$ cat src/rtl/acc_drain_pkg.sv
// Shared definitions for the accumulator drain block.
//   DEF_WIDTH   default signed width of incoming partial sums
//   DEF_OWIDTH  default signed width of drained output words
//   entry_t     one buffered output word: converted data plus its clamp flag
package acc_drain_pkg;

  localparam int DEF_WIDTH  = 32;
  localparam int DEF_OWIDTH = 16;

  typedef struct packed {
    logic signed [DEF_OWIDTH-1:0] data;
    logic                         sat;
  } entry_t;

endpackage

$ cat src/rtl/acc_drain_sync_fifo.sv
// First-word-fall-through FIFO built from registers.
//   clk, rst_n        clock, async active-low reset
//   clr_i             synchronous flush (overrides push/pop)
//   push_i, wdata_i   write one word
//   pop_i             retire the head word (caller guarantees non-empty)
//   rdata_o           head word, zero while empty
//   full_o            count_o == DEPTH
//   count_o           occupancy
module sync_fifo #(
  parameter int W     = 17,
  parameter int DEPTH = 4
) (
  input  logic                       clk,
  input  logic                       rst_n,
  input  logic                       clr_i,
  input  logic                       push_i,
  input  logic                       pop_i,
  input  logic [W-1:0]               wdata_i,
  output logic [W-1:0]               rdata_o,
  output logic                       full_o,
  output logic [$clog2(DEPTH):0]     count_o
);

  localparam int AW = $clog2(DEPTH);
  localparam int CW = AW + 1;

  logic [W-1:0]  mem_q [DEPTH];
  logic [AW-1:0] wptr_q, rptr_q;
  logic [CW-1:0] count_q;

  // Pointers are AW bits wide and DEPTH is a power of two, so they wrap on their own.
  always_ff @(posedge clk or negedge rst_n) begin
    if (!rst_n) begin
      wptr_q  <= '0;
      rptr_q  <= '0;
      count_q <= '0;
    end else if (clr_i) begin
      wptr_q  <= '0;
      rptr_q  <= '0;
      count_q <= '0;
    end else begin
      if (push_i) wptr_q <= wptr_q + AW'(1);
      if (pop_i)  rptr_q <= rptr_q + AW'(1);
      case ({push_i, pop_i})
        2'b10:   count_q <= count_q + CW'(1);
        2'b01:   count_q <= count_q - CW'(1);
        default: count_q <= count_q;
      endcase
    end
  end

  always_ff @(posedge clk) begin
    if (push_i && !clr_i) mem_q[wptr_q] <= wdata_i;
  end

  // Storage is not reset; gating the head keeps the output at zero while empty.
  assign rdata_o = (count_q != '0) ? mem_q[rptr_q] : '0;
  assign full_o  = (count_q == CW'(DEPTH));
  assign count_o = count_q;

endmodule

$ cat src/rtl/acc_drain.sv
// Drains finished column partial sums: round, scale, saturate and buffer them
// for a ready/valid consumer.
//   clk, rst_n         clock, async active-low reset
//   en, clr            capture enable, synchronous flush of buffer and ovf flag
//   sum_vld, sum_i     finished partial sum (WIDTH signed)
//   stall_o            buffer full, array must hold the column
//   out_vld, out_rdy   output handshake
//   out_data, out_sat  converted word (OWIDTH signed) and its clamp flag
//   ovf_o              sticky: a valid sum was dropped
//   count_o            buffer occupancy
module acc_drain
  import acc_drain_pkg::*;
#(
  parameter int WIDTH  = DEF_WIDTH,
  parameter int OWIDTH = DEF_OWIDTH,
  parameter int SHIFT  = 0,
  parameter int DEPTH  = 4
) (
  input  logic                     clk,
  input  logic                     rst_n,
  input  logic                     en,
  input  logic                     clr,
  input  logic                     sum_vld,
  input  logic signed [WIDTH-1:0]  sum_i,
  output logic                     stall_o,
  output logic                     out_vld,
  input  logic                     out_rdy,
  output logic signed [OWIDTH-1:0] out_data,
  output logic                     out_sat,
  output logic                     ovf_o,
  output logic [$clog2(DEPTH):0]   count_o
);

  localparam int XW  = WIDTH + 1;
  localparam int RSH = (SHIFT > 0) ? SHIFT - 1 : 0;
  localparam logic signed [XW-1:0] RND  = (SHIFT > 0) ? (XW'(1) << RSH) : '0;
  localparam logic signed [XW-1:0] MAXV = (XW'(1) << (OWIDTH - 1)) - XW'(1);
  localparam logic signed [XW-1:0] MINV = -(XW'(1) << (OWIDTH - 1));

  logic signed [XW-1:0]     ext, shf;
  logic                     hi, lo, full, push, pop, ovf_q;
  logic signed [OWIDTH-1:0] conv_data;
  logic [OWIDTH:0]          wdata, rdata;

  // One guard bit means the rounding add can never wrap.
  assign ext = {sum_i[WIDTH-1], sum_i};
  assign shf = (ext + RND) >>> SHIFT;
  assign hi  = (shf > MAXV);
  assign lo  = (shf < MINV);

  always_comb begin
    conv_data = shf[OWIDTH-1:0];
    if (hi)      conv_data = MAXV[OWIDTH-1:0];
    else if (lo) conv_data = MINV[OWIDTH-1:0];
  end

  assign wdata = {conv_data, hi | lo};

  assign pop  = out_vld & out_rdy;
  assign push = en & sum_vld & ~clr & (~full | pop);

  sync_fifo #(.W(OWIDTH + 1), .DEPTH(DEPTH)) u_fifo (
    .clk     (clk),
    .rst_n   (rst_n),
    .clr_i   (clr),
    .push_i  (push),
    .pop_i   (pop),
    .wdata_i (wdata),
    .rdata_o (rdata),
    .full_o  (full),
    .count_o (count_o)
  );

  always_ff @(posedge clk or negedge rst_n) begin
    if (!rst_n)                                ovf_q <= 1'b0;
    else if (clr)                              ovf_q <= 1'b0;
    else if (en && sum_vld && full && !pop)    ovf_q <= 1'b1;
  end

  assign out_vld  = (count_o != '0);
  assign stall_o  = full;
  assign out_data = rdata[OWIDTH:1];
  assign out_sat  = rdata[0];
  assign ovf_o    = ovf_q;

endmodule

$ cat config.mk
export PLATFORM = sky130hd
export DESIGN_NAME = acc_drain
export DESIGN_NICKNAME = d
export VERILOG_FILES = /design/src/rtl/acc_drain_pkg.sv /design/src/rtl/acc_drain_sync_fifo.sv /design/src/rtl/acc_drain.sv
export SDC_FILE = /design/constraint.sdc
export NUM_CORES = 1
export LEC_CHECK = 0
export BUFFER_PORTS_ARGS = -buffer_cell sky130_fd_sc_hd__buf_2
export CAP_MARGIN = 20
export CORE_MARGIN = 2
export CORE_UTILIZATION = 55
export CTS_BUF_LIST = sky130_fd_sc_hd__clkbuf_8
export DETAILED_ROUTE_END_ITERATION = 16
export PLACE_DENSITY_LB_ADDON = 0.12
export SLEW_MARGIN = 20
export SYNTH_ARGS = -nofsm -noshare
export SYNTH_HDL_FRONTEND = slang
export SYNTH_HIERARCHICAL = 1
export SYNTH_SLANG_ARGS = --single-unit
export TNS_END_PERCENT = 10
$ cat constraint.sdc
create_clock -name clk -period 3 [get_ports clk]
set_clock_uncertainty 0.05 [all_clocks]
set_input_delay 0 -clock clk [delete_from_list [all_inputs] [get_ports clk]]
set_output_delay 0 -clock clk [all_outputs]
set_load 0.01 [all_outputs]
==> impl_metrics.tcl, run 1 <==
set metrics [dict create \
    status "complete, no violations" \
    grt_pass1_vias 2009 \
    drive_above_1_share_pct 38.0 \
    ys_types 32 \
    cts_max_level 3 \
    layout_common_cells "edfxtp_1 (68), buf_2 (60), dlygate4sd3_1 (22)" \
    tightestPinTransition_ps 891 \
    drv_slew 0 \
    yosys_register_bits 76 \
    grt_pass1_wl_um 9960 \
    core_area_um2 5890 \
    layout_commonest_cell "edfxtp_1" \
    hpwl_um 3950 \
    startpoint_type "flop" \
    cts.sinks 76 \
    grt_max_degree 19 \
    clock_path_buffers 2 \
    post_drt_wl_per_cell_um 17.9 \
    max_freq_mhz 416 \
    min_to "u_fifo/wptr_q[0]" \
    cts_root_buf "clkbuf_8" \
    post_cts_buffers 0 \
    drc 0 \
    first_pass_iters 4 \
    reg2reg_slack_ps 600 \
    r2r-end "ovf_o" \
    setup_viol 0 \
    cp-end-kind "flop" \
    rsz0062_at_grt "no" \
    vias_per_cell 5.48 \
    hold_viol 0 \
    min_period_ps 2400 \
    multi_input_area_um2 993 \
    cts_resized 0 \
    hp-class "in2reg" \
    reg2reg_from "u_fifo/count_o[0]" \
    port_buffers 60 \
    min_delay_path_depth 6 \
    fin_crit_sh_pct 80.1 \
    syn_nets 230 \
    fin_util_pct 69.9 \
    register_area_um2 2240 \
    antenna_found_initial 0 \
    cts_made_buffers 9 \
    diodes 0 \
    syn_area_um2 3310 \
    area_growth_pct 24.2 \
    start_util_pct 56.3 \
    hold_path_startpoint "en" \
    gr-usage-all-layers_pct 21.3 \
    boundaryPins 61 \
    worstRegToRegCells 5 \
    final_nets 322 \
    critPathKind "reg2reg" \
    syn_area_per_cell_um2 17.7 \
    grt-ovfl-total 0 \
    drv_cap 0 \
    fp.dieH_um 81.6 \
    rows 28 \
    yosys_warnings 6 \
    ys_seq_area_share_pct 67.7 \
    power.leakage_nw 1.59 \
    die_x_um 81.6 \
    gp_congestion 0.683 \
    crit_fanout 7 \
    clk_latency_ps 340 \
    max_slew_margin_pct 40.6 \
    ant_nets 0 \
    dieArea_um2 6660 \
    vias 1966 \
    drtIter0Drc 98 \
    cts_tree "yes" \
    synthCells 187 \
    cp.arrival_ps 2630 \
    fillers 392 \
    powerDensity_nw_per_um2 714 \
    finalSetupTns_ps 0 \
    ir_drop_uv 396 \
    worstPathRequired_ps 3220 \
    wl_um 6440 \
    clk_pin_slew_ps 70 \
]
[worst max-delay path by stage]
stage                      startpoint                 end  slack [ps]  cells after the start
CTS                 u_fifo/count_o[0]   u_fifo/count_o[2]         650                      7
detailed placement  u_fifo/count_o[0]   u_fifo/count_o[2]         680                      7
global route        u_fifo/count_o[0]   u_fifo/count_o[2]         430                      7
finish              u_fifo/count_o[0]               ovf_o         600                      5
floorplan           u_fifo/count_o[0]  u_fifo/mem_q[0][0]         830                      5
global placement    u_fifo/count_o[0]   u_fifo/count_o[2]         790                      7
[worst max-delay path, cell delays in order (launching register included)]
cell           delay [ps]
dfrtp_1               470
o31ai_1               410
a41oi_1               190
dlygate4sd3_1         600
nor2_1                 80
dlygate4sd3_1         550
[layer usage]
metal,vias up,GRT usage (%),share of wire (%)
met2,54,35.3,52
li1,914,-,-
met4,0,10.3,1.5
met3,12,3.85,3.5
met5,-,0,0
met1,986,27.3,43
[where the power goes]
group	total [mW]	switching [mW]	leakage (nW)	internal (mW)
Clock	0.717	0.343	0.101	0.374
Sequential	1.27	0.0778	0.717	1.19
Combinational	0.949	0.479	0.770	0.470
Total	2.94	0.900	1.59	2.04
[cells in the mapped netlist]
| library cell | count | area, µm² |
|---|---|---|
| edfxtp_1 | 68 | 2040 |
| nor2b_1 | 19 | 119 |
| mux4_2 | 17 | 383 |
| a21o_1 | 10 | 75.1 |
| dfrtp_1 | 8 | 200 |
| nor2_1 | 7 | 26.3 |
| a21o_2 | 5 | 43.8 |
| and2_1 | 4 | 25.0 |
| buf_2 | 4 | 20.0 |
| ha_1 | 4 | 50.1 |
| nor4_1 | 4 | 25.0 |
| buf_6 | 3 | 33.8 |
| clkbuf_1 | 3 | 11.3 |
| inv_1 | 3 | 11.3 |
| nand4_1 | 3 | 18.8 |
| nor3b_1 | 3 | 22.5 |
| xnor2_1 | 3 | 26.3 |
| a41oi_1 | 2 | 17.5 |
| mux2i_1 | 2 | 20.0 |
| nand2_1 | 2 | 7.51 |
| xor2_1 | 2 | 17.5 |
| a211oi_1 | 1 | 7.51 |
| and3b_1 | 1 | 8.76 |
| fa_1 | 1 | 20.0 |
| nand2b_1 | 1 | 6.26 |
| nand4_2 | 1 | 12.5 |
| nor3_1 | 1 | 5.00 |
| nor3_2 | 1 | 10.0 |
| o21ai_0 | 1 | 5.00 |
| o31ai_1 | 1 | 7.51 |
| o41ai_4 | 1 | 27.5 |
| or3_1 | 1 | 6.26 |
[per-stage QoR]
step / cell area (µm²) / setup WS [ps] / total power [mW] / hold slack [ps] / std cells
3_3_place_gp: 3710 / 788 / 2.21 / -193 / 321
5_1_grt: 4110 / 430 / 3.08 / 260 / 359
3_5_place_dp: 3710 / 679 / 2.22 / -192 / 321
6_report: 4110 / 598 / 2.94 / 188 / 359
4_1_cts: 4110 / 653 / 2.96 / 179 / 359
2_1_floorplan: 3310 / 834 / 1.90 / -346 / 187
[timing repair]
| item | CTS | global route |
|---|---|---|
| hold buffers | 22 | 0 |
| endpoints found under the setup margin | 0 | 0 |
| endpoints found under the hold margin | 80 | 0 |
[cell families after synthesis]
kind of cell / count (synthesis) / synth area share [%]
muxes: 19 / 12.2
buffers and inverters: 13 / 2.30
and+or+nand+nor: 48 / 8.84
DFF: 76 / 67.7
adders and majority gates: 5 / 2.12
xor gates and xnor gates: 5 / 1.32
AOI/OAI and AO/OA: 21 / 5.55
[registers in the layout, summed over array words and instances (netlist names)]
name	cells
u_fifo/wptr_q	2
u_fifo/rptr_q	2
u_fifo/count_o	3
u_fifo/mem_q	68
ovf_o	1
[cell type report]
cell class | count | area share (%)
well taps | 75 | 2.28
repair buffers | 91 | 14.3
multi-input cells | 98 | 24.2
clock inverters | 7 | 1.46
inverters | 3 | 0.274
flip-flops and latches | 76 | 54.5
clock buffers | 9 | 3.01
No activity file was read; power rests on OpenSTA's default activity.
==> run 2: changes to the inputs <==
ABC_AREA = 1   (was unset)
clock period = 2.3 ns   (was 3 ns; I/O delays follow)
==> impl_metrics.tcl, run 2 <==
set metrics [dict create \
    status "complete, no violations" \
    hold_viol 0 \
    clock_path_buffers 2 \
    synthCells 407 \
    min_to "ovf_o" \
    drive_above_1_share_pct 20.3 \
    first_pass_iters 4 \
    synth_edf_count 68 \
    setup_viol 0 \
    cp.arrival_ps 2270 \
    hold_path_startpoint "out_rdy" \
    cts_tree "yes" \
    min_period_ps 2100 \
    cts_resized 0 \
    synth_common_cells "nand2_1 (129), nor2_1 (91), edfxtp_1 (68)" \
    post_dp_cell_area_um2 4150 \
    powerDensity_nw_per_um2 816 \
    fp.dieH_um 86.3 \
    critPathKind "reg2reg" \
    power.leakage_nw 2.00 \
    grt_pass1_wl_um 12400 \
    layout_common_cells "nand2_1 (129), nor2_1 (87), edfxtp_1 (68)" \
    grt-ovfl-total 0 \
    crit_fanout 6 \
    ys_types 26 \
    post_drt_wl_per_cell_um 12.6 \
    hpwl_um 4660 \
    final_nets 537 \
    top_register "u_fifo/mem_q" \
    fin_util_pct 67.8 \
    min_delay_path_depth 5 \
    grt_max_degree 48 \
    post_cts_buffers 0 \
    vias_per_cell 4.85 \
    yosys_register_bits 76 \
    wirelength_met1_um 3220 \
    holdWs_ps 142 \
    startpoint_type "flop" \
    gp_congestion 0.762 \
    yosysTopAreaCell "edfxtp_1" \
    rsz0062_at_grt "no" \
    grt_pass1_vias 2787 \
    design_area_um2 4530 \
    cts_max_level 3 \
    ir_drop_uv 420 \
    tightestPinTransition_ps 663 \
    max_stage_delay_ps 500 \
    max_freq_mhz 476 \
    area_growth_pct 21.6 \
    wl_met2_um 3620 \
    die_x_um 86.3 \
    ys_seq_area_share_pct 60.2 \
    drv_cap 0 \
    max_slew_margin_pct 55.8 \
    port_buffers 60 \
    drc 0 \
    clk_pin_slew_ps 70 \
    dieArea_um2 7450 \
    rows 30 \
    cts_root_buf "clkbuf_8" \
    drv_slew 0 \
    cts_made_buffers 9 \
    gr-usage-all-layers_pct 21.6 \
    r2r-end "u_fifo/count_o[2]" \
    clk_latency_ps 330 \
    yosysTopAreaCellShare_pct 54.8 \
    antenna_found_initial 0 \
    hp-class "in2reg" \
    finalWorstSetupSlack_ps 200 \
    dp_cells 542 \
    diodes 0 \
    boundaryPins 61 \
    layout_commonest_cell "nand2_1" \
    ant_nets 0 \
    syn_nets 450 \
    fin_crit_sh_pct 91.3 \
    drtIter0Drc 128 \
    wl_um 7280 \
    crit_path_cell_trace "nor2_1 > a21boi_0 > nor2_1 > nor2_1 > nor2_1 > fa_1 > inv_1 > nand2_1 > nand3_1 > nand2_1 > nand2_1 > nand2_1" \
    cp.buffers_inverters 1 \
    vias 2804 \
    synthFlopType "edfxtp_1" \
    worstRegToRegCells 12 \
    final_cells 578 \
    syn_area_um2 3730 \
    syn_area_per_cell_um2 9.16 \
    synth_area_leaders "edfxtp_1 (55%), nand2_1 (13%), nor2_1 (9.2%)" \
    synth.most_common_cell "nand2_1" \
    core_area_um2 6680 \
    worstPathRequired_ps 2470 \
    cts.sinks 76 \
    path_delay_family "simple AND/OR/NAND/NOR gates" \
    async_flop_share_pct 10.5 \
    slowest_stage "dfrtp_1" \
    yosys_warnings 6 \
    top_layer_used "met4" \
    reg2reg_slack_ps 200 \
    cp-end-kind "flop" \
    reg2reg_from "u_fifo/count_o[1]" \
    largest_reg_flops 68 \
    wl_met3_um 269 \
    start_util_pct 55.8 \
    dpl_worst_slack_ps 264 \
]
run 2: layer usage:
metal / global-route usage (%) / vias to the layer above
met5: 0 / -
li1: - / 1445
met4: 10.7 / 0
met1: 26.9 / 1270
met3: 2.86 / 16
met2: 37.1 / 73
run 2: where the power goes:
group	leakage (nW)	switching (mW)	internal, mW
combinational	1.19	0.704	0.460
sequential	0.713	0.0832	1.55
clock	0.100	0.421	0.478
run 2: logic make-up (layout without fill, tap and decap cells):
| group | count (synthesis) | in the layout | synth area share, % |
|---|---|---|---|
| flops | 76 | 76 | 60.2 |
| fa+ha+maj | 5 | 5 | 1.88 |
| simple gates | 234 | 234 | 24.5 |
| compound gates | 25 | 25 | 4.67 |
| buf+inv | 67 | 158 | 8.76 |
run 2: worst max-delay path by stage:
stage | startpoint | end | slack [ps] | cells past startpoint
2_1_floorplan | u_fifo/count_o[0] | u_fifo/mem_q[0][0] | -130 | 6
3_3_place_gp | u_fifo/count_o[1] | u_fifo/mem_q[3][11] | 300 | 8
3_5_place_dp | u_fifo/count_o[1] | u_fifo/mem_q[3][7] | 260 | 8
4_1_cts | u_fifo/count_o[1] | u_fifo/mem_q[0][7] | 210 | 8
5_1_grt | u_fifo/count_o[1] | u_fifo/count_o[2] | 40 | 12
6_report | u_fifo/count_o[1] | u_fifo/count_o[2] | 200 | 12
run 2: through the flow:
stage,setup TNS (ps),total power [mW]
global placement,0,2.77
global route,0,3.93
finish,0,3.70
detailed placement,0,2.80
floorplan,-9090,2.44
CTS,0,3.72
run 2: area by class of cell:
cell class | instances | area (µm²)
inverters | 52 | 198
well taps | 80 | 100
fillers | 565 | 2150
repair buffers | 91 | 648
multi-input cells | 264 | 1170
clock inverters | 6 | 50.0
flip-flops and latches | 76 | 2240
clock buffers | 9 | 124
run 2: worst register-to-register path: cells and delay by family (launching register included):
kind / cells / cell delay [ps]
adders and majority gates: 1 / 400
AOI/OAI and AO/OA: 1 / 250
buffers and inverters: 1 / 70
and+or+nand+nor: 9 / 730
DFF: 1 / 500
run 2: repair_timing:
action	in CTS	in global routing
setup endpoints to repair	0	0
hold endpoints to repair	75	0
hold buffers	21	0
==> run 3: changes to the inputs <==
CORE_UTILIZATION = 58   (was 55)
SYNTH_HIERARCHICAL = unset   (was 1)
==> impl_metrics.tcl, run 3 <==
set metrics [dict create \
    max_freq_mhz 468 \
    crit_fanout 11 \
    rsz0062_at_grt "no" \
    max_stage_delay_ps 540 \
    gr-usage-all-layers_pct 23.9 \
    min_delay_path_depth 5 \
    antenna_found_initial 0 \
    syn_area_per_cell_um2 10.2 \
    powerDensity_nw_per_um2 853 \
    layout_common_cells "nor2_1 (83), edfxtp_1 (68), buf_2 (60)" \
    synth_area_leaders "edfxtp_1 (60%), nor2_1 (9.2%), nand2_1 (6.0%)" \
    tightestPinTransition_ps 617 \
    top_register "u_fifo.mem_q" \
    cts.sinks 76 \
    clk_pin_slew_ps 70 \
    syn_area_um2 3400 \
    cp-end-kind "flop" \
    post_cts_buffers 0 \
    max_slew_margin_pct 58.8 \
    rows 27 \
    final_nets 464 \
    first_pass_iters 5 \
    cts_tree "yes" \
    critPathKind "in2reg" \
    startpoint_type "input port" \
    ys_types 24 \
    boundaryPins 61 \
    post_drt_wl_per_cell_um 14.2 \
    synth.most_common_cell "nor2_1" \
    hold_path_startpoint "sum_vld" \
    synthCells 333 \
    status "complete, no violations" \
    largest_reg_flops 68 \
    finalWorstSetupSlack_ps 162 \
    synth_edf_count 68 \
    vias_per_cell 5.21 \
    ys_seq_area_share_pct 65.9 \
    synth_common_cells "nor2_1 (83), edfxtp_1 (68), nand2_1 (54)" \
    cts_max_level 3 \
    worstPathRequired_ps 2480 \
    crit_path_start "clr" \
    cp.arrival_ps 2320 \
    synthFlopType "edfxtp_1" \
    grt-ovfl-total 0 \
    dpl_worst_slack_ps 267 \
    finalSetupTns_ps 0 \
    area_growth_pct 23.5 \
    ant_nets 0 \
    reg2reg_slack_ps 270 \
    r2r-end "u_fifo.count_o[2]" \
    start_util_pct 61.1 \
    clock_path_buffers 2 \
    drtIter0Drc 206 \
    critical_path_depth 13 \
    grt_pass1_vias 2404 \
    dieArea_um2 6500 \
    hpwl_um 4310 \
    slowest_stage "dlygate4sd3_1" \
    layout_commonest_cell "nor2_1" \
    yosysTopAreaCell "edfxtp_1" \
    cts_root_buf "clkbuf_8" \
    grt_max_degree 36 \
    critPathCapture "u_fifo.count_o[2]" \
    crit_path_cell_trace "dlygate4sd3_1 > buf_2 > inv_1 > nand3_1 > nand3_1 > inv_1 > fa_1 > xnor2_1 > inv_1 > nand2_1 > nand2_1 > nand3_1 > nand2_1" \
    grt_pass1_wl_um 11200 \
    path_delay_family "buffers and inverters" \
    cts_made_buffers 9 \
    fillers 389 \
    cp.buffers_inverters 5 \
    min_period_ps 2140 \
    yosys_warnings 0 \
    worstRegToRegCells 11 \
    hold_viol 0 \
    fin_crit_sh_pct 93.0 \
    reg2reg_from "u_fifo.count_o[0]" \
    yosysTopAreaCellShare_pct 60.0 \
    power.leakage_nw 1.74 \
    drc 0 \
    drv_cap 0 \
    fp.dieH_um 80.6 \
    vias 2595 \
    gp_congestion 0.768 \
    async_flop_share_pct 10.5 \
    syn_nets 376 \
    setup_viol 0 \
    drv_slew 0 \
    hp-class "in2reg" \
    port_buffers 60 \
    holdWs_ps 108 \
    ir_drop_uv 651 \
    diodes 0 \
    clk_latency_ps 340 \
    die_x_um 80.6 \
    yosys_register_bits 76 \
    wl_um 7080 \
    drive_above_1_share_pct 21.8 \
    core_area_um2 5570 \
]
## run 3: worst reg2reg max path, delay by kind of cell, from the launching register on
family	cells	cell delay, ps
simple gates	7	670
flops	1	450
fa+ha+maj	1	390
xor+xnor	1	220
buf+inv	2	140
## run 3: per-stage QoR
step	area [µm²]	utilization [%]	power [mW]	std cells
floorplan	3400	-	2.27	333
global placement	3790	68.1	2.61	460
detailed placement	3790	68.1	2.63	460
CTS	4200	75.4	3.60	498
global route	4200	75.4	3.80	498
finish	4200	75.4	3.59	498
## run 3: layer usage
metal	vias up	GRT usage, %	share of wire, %
met5	-	0	0
met4	0	11.5	1.2
met3	7	5.51	7.4
met2	101	39.2	49
met1	1193	30.1	43
li1	1294	-	-
## run 3: repair_timing
action / in CTS / in global routing
endpoints found under the hold margin: 75 / 0
hold buffers: 22 / 0
endpoints found under the setup margin: 0 / 4
resized for setup: 0 / 1
## run 3: cells by family (layout without fill, tap and decap cells)
kind of cell,after synthesis,count (layout),share of synthesized area [%]
and+or+nand+nor,155,155,18.0
DFF,76,76,65.9
AOI/OAI and AO/OA,60,60,9.22
buffers and inverters,36,129,4.56
adders and majority gates,5,5,2.06
xor gates and xnor gates,1,1,0.257
## run 3: how the worst min path moves through the flow
| stage | to |
|---|---|
| finish | u_fifo.wptr_q[1] |
| global route | u_fifo.wptr_q[1] |
| CTS | u_fifo.wptr_q[1] |
| detailed placement | ovf_o |
| global placement | ovf_o |
| floorplan | ovf_o |
## run 3: power by group
part           total [mW]  internal, mW  switching, mW
sequential           1.62          1.56         0.0578
combinational        1.01         0.372          0.638
clock               0.958         0.495          0.464
total                3.59          2.43           1.16
## run 3: area by class of cell
| class | count | area, µm² | share of cell area (%) |
|---|---|---|---|
| multi-input combinational | 221 | 1010 | 24.0 |
| clock buffer | 9 | 124 | 2.95 |
| clock inverter | 7 | 65.1 | 1.55 |
| inverter | 21 | 78.8 | 1.88 |
| sequential | 76 | 2240 | 53.4 |
| timing repair buffer | 92 | 596 | 14.2 |
| tap | 72 | 90.1 | 2.14 |
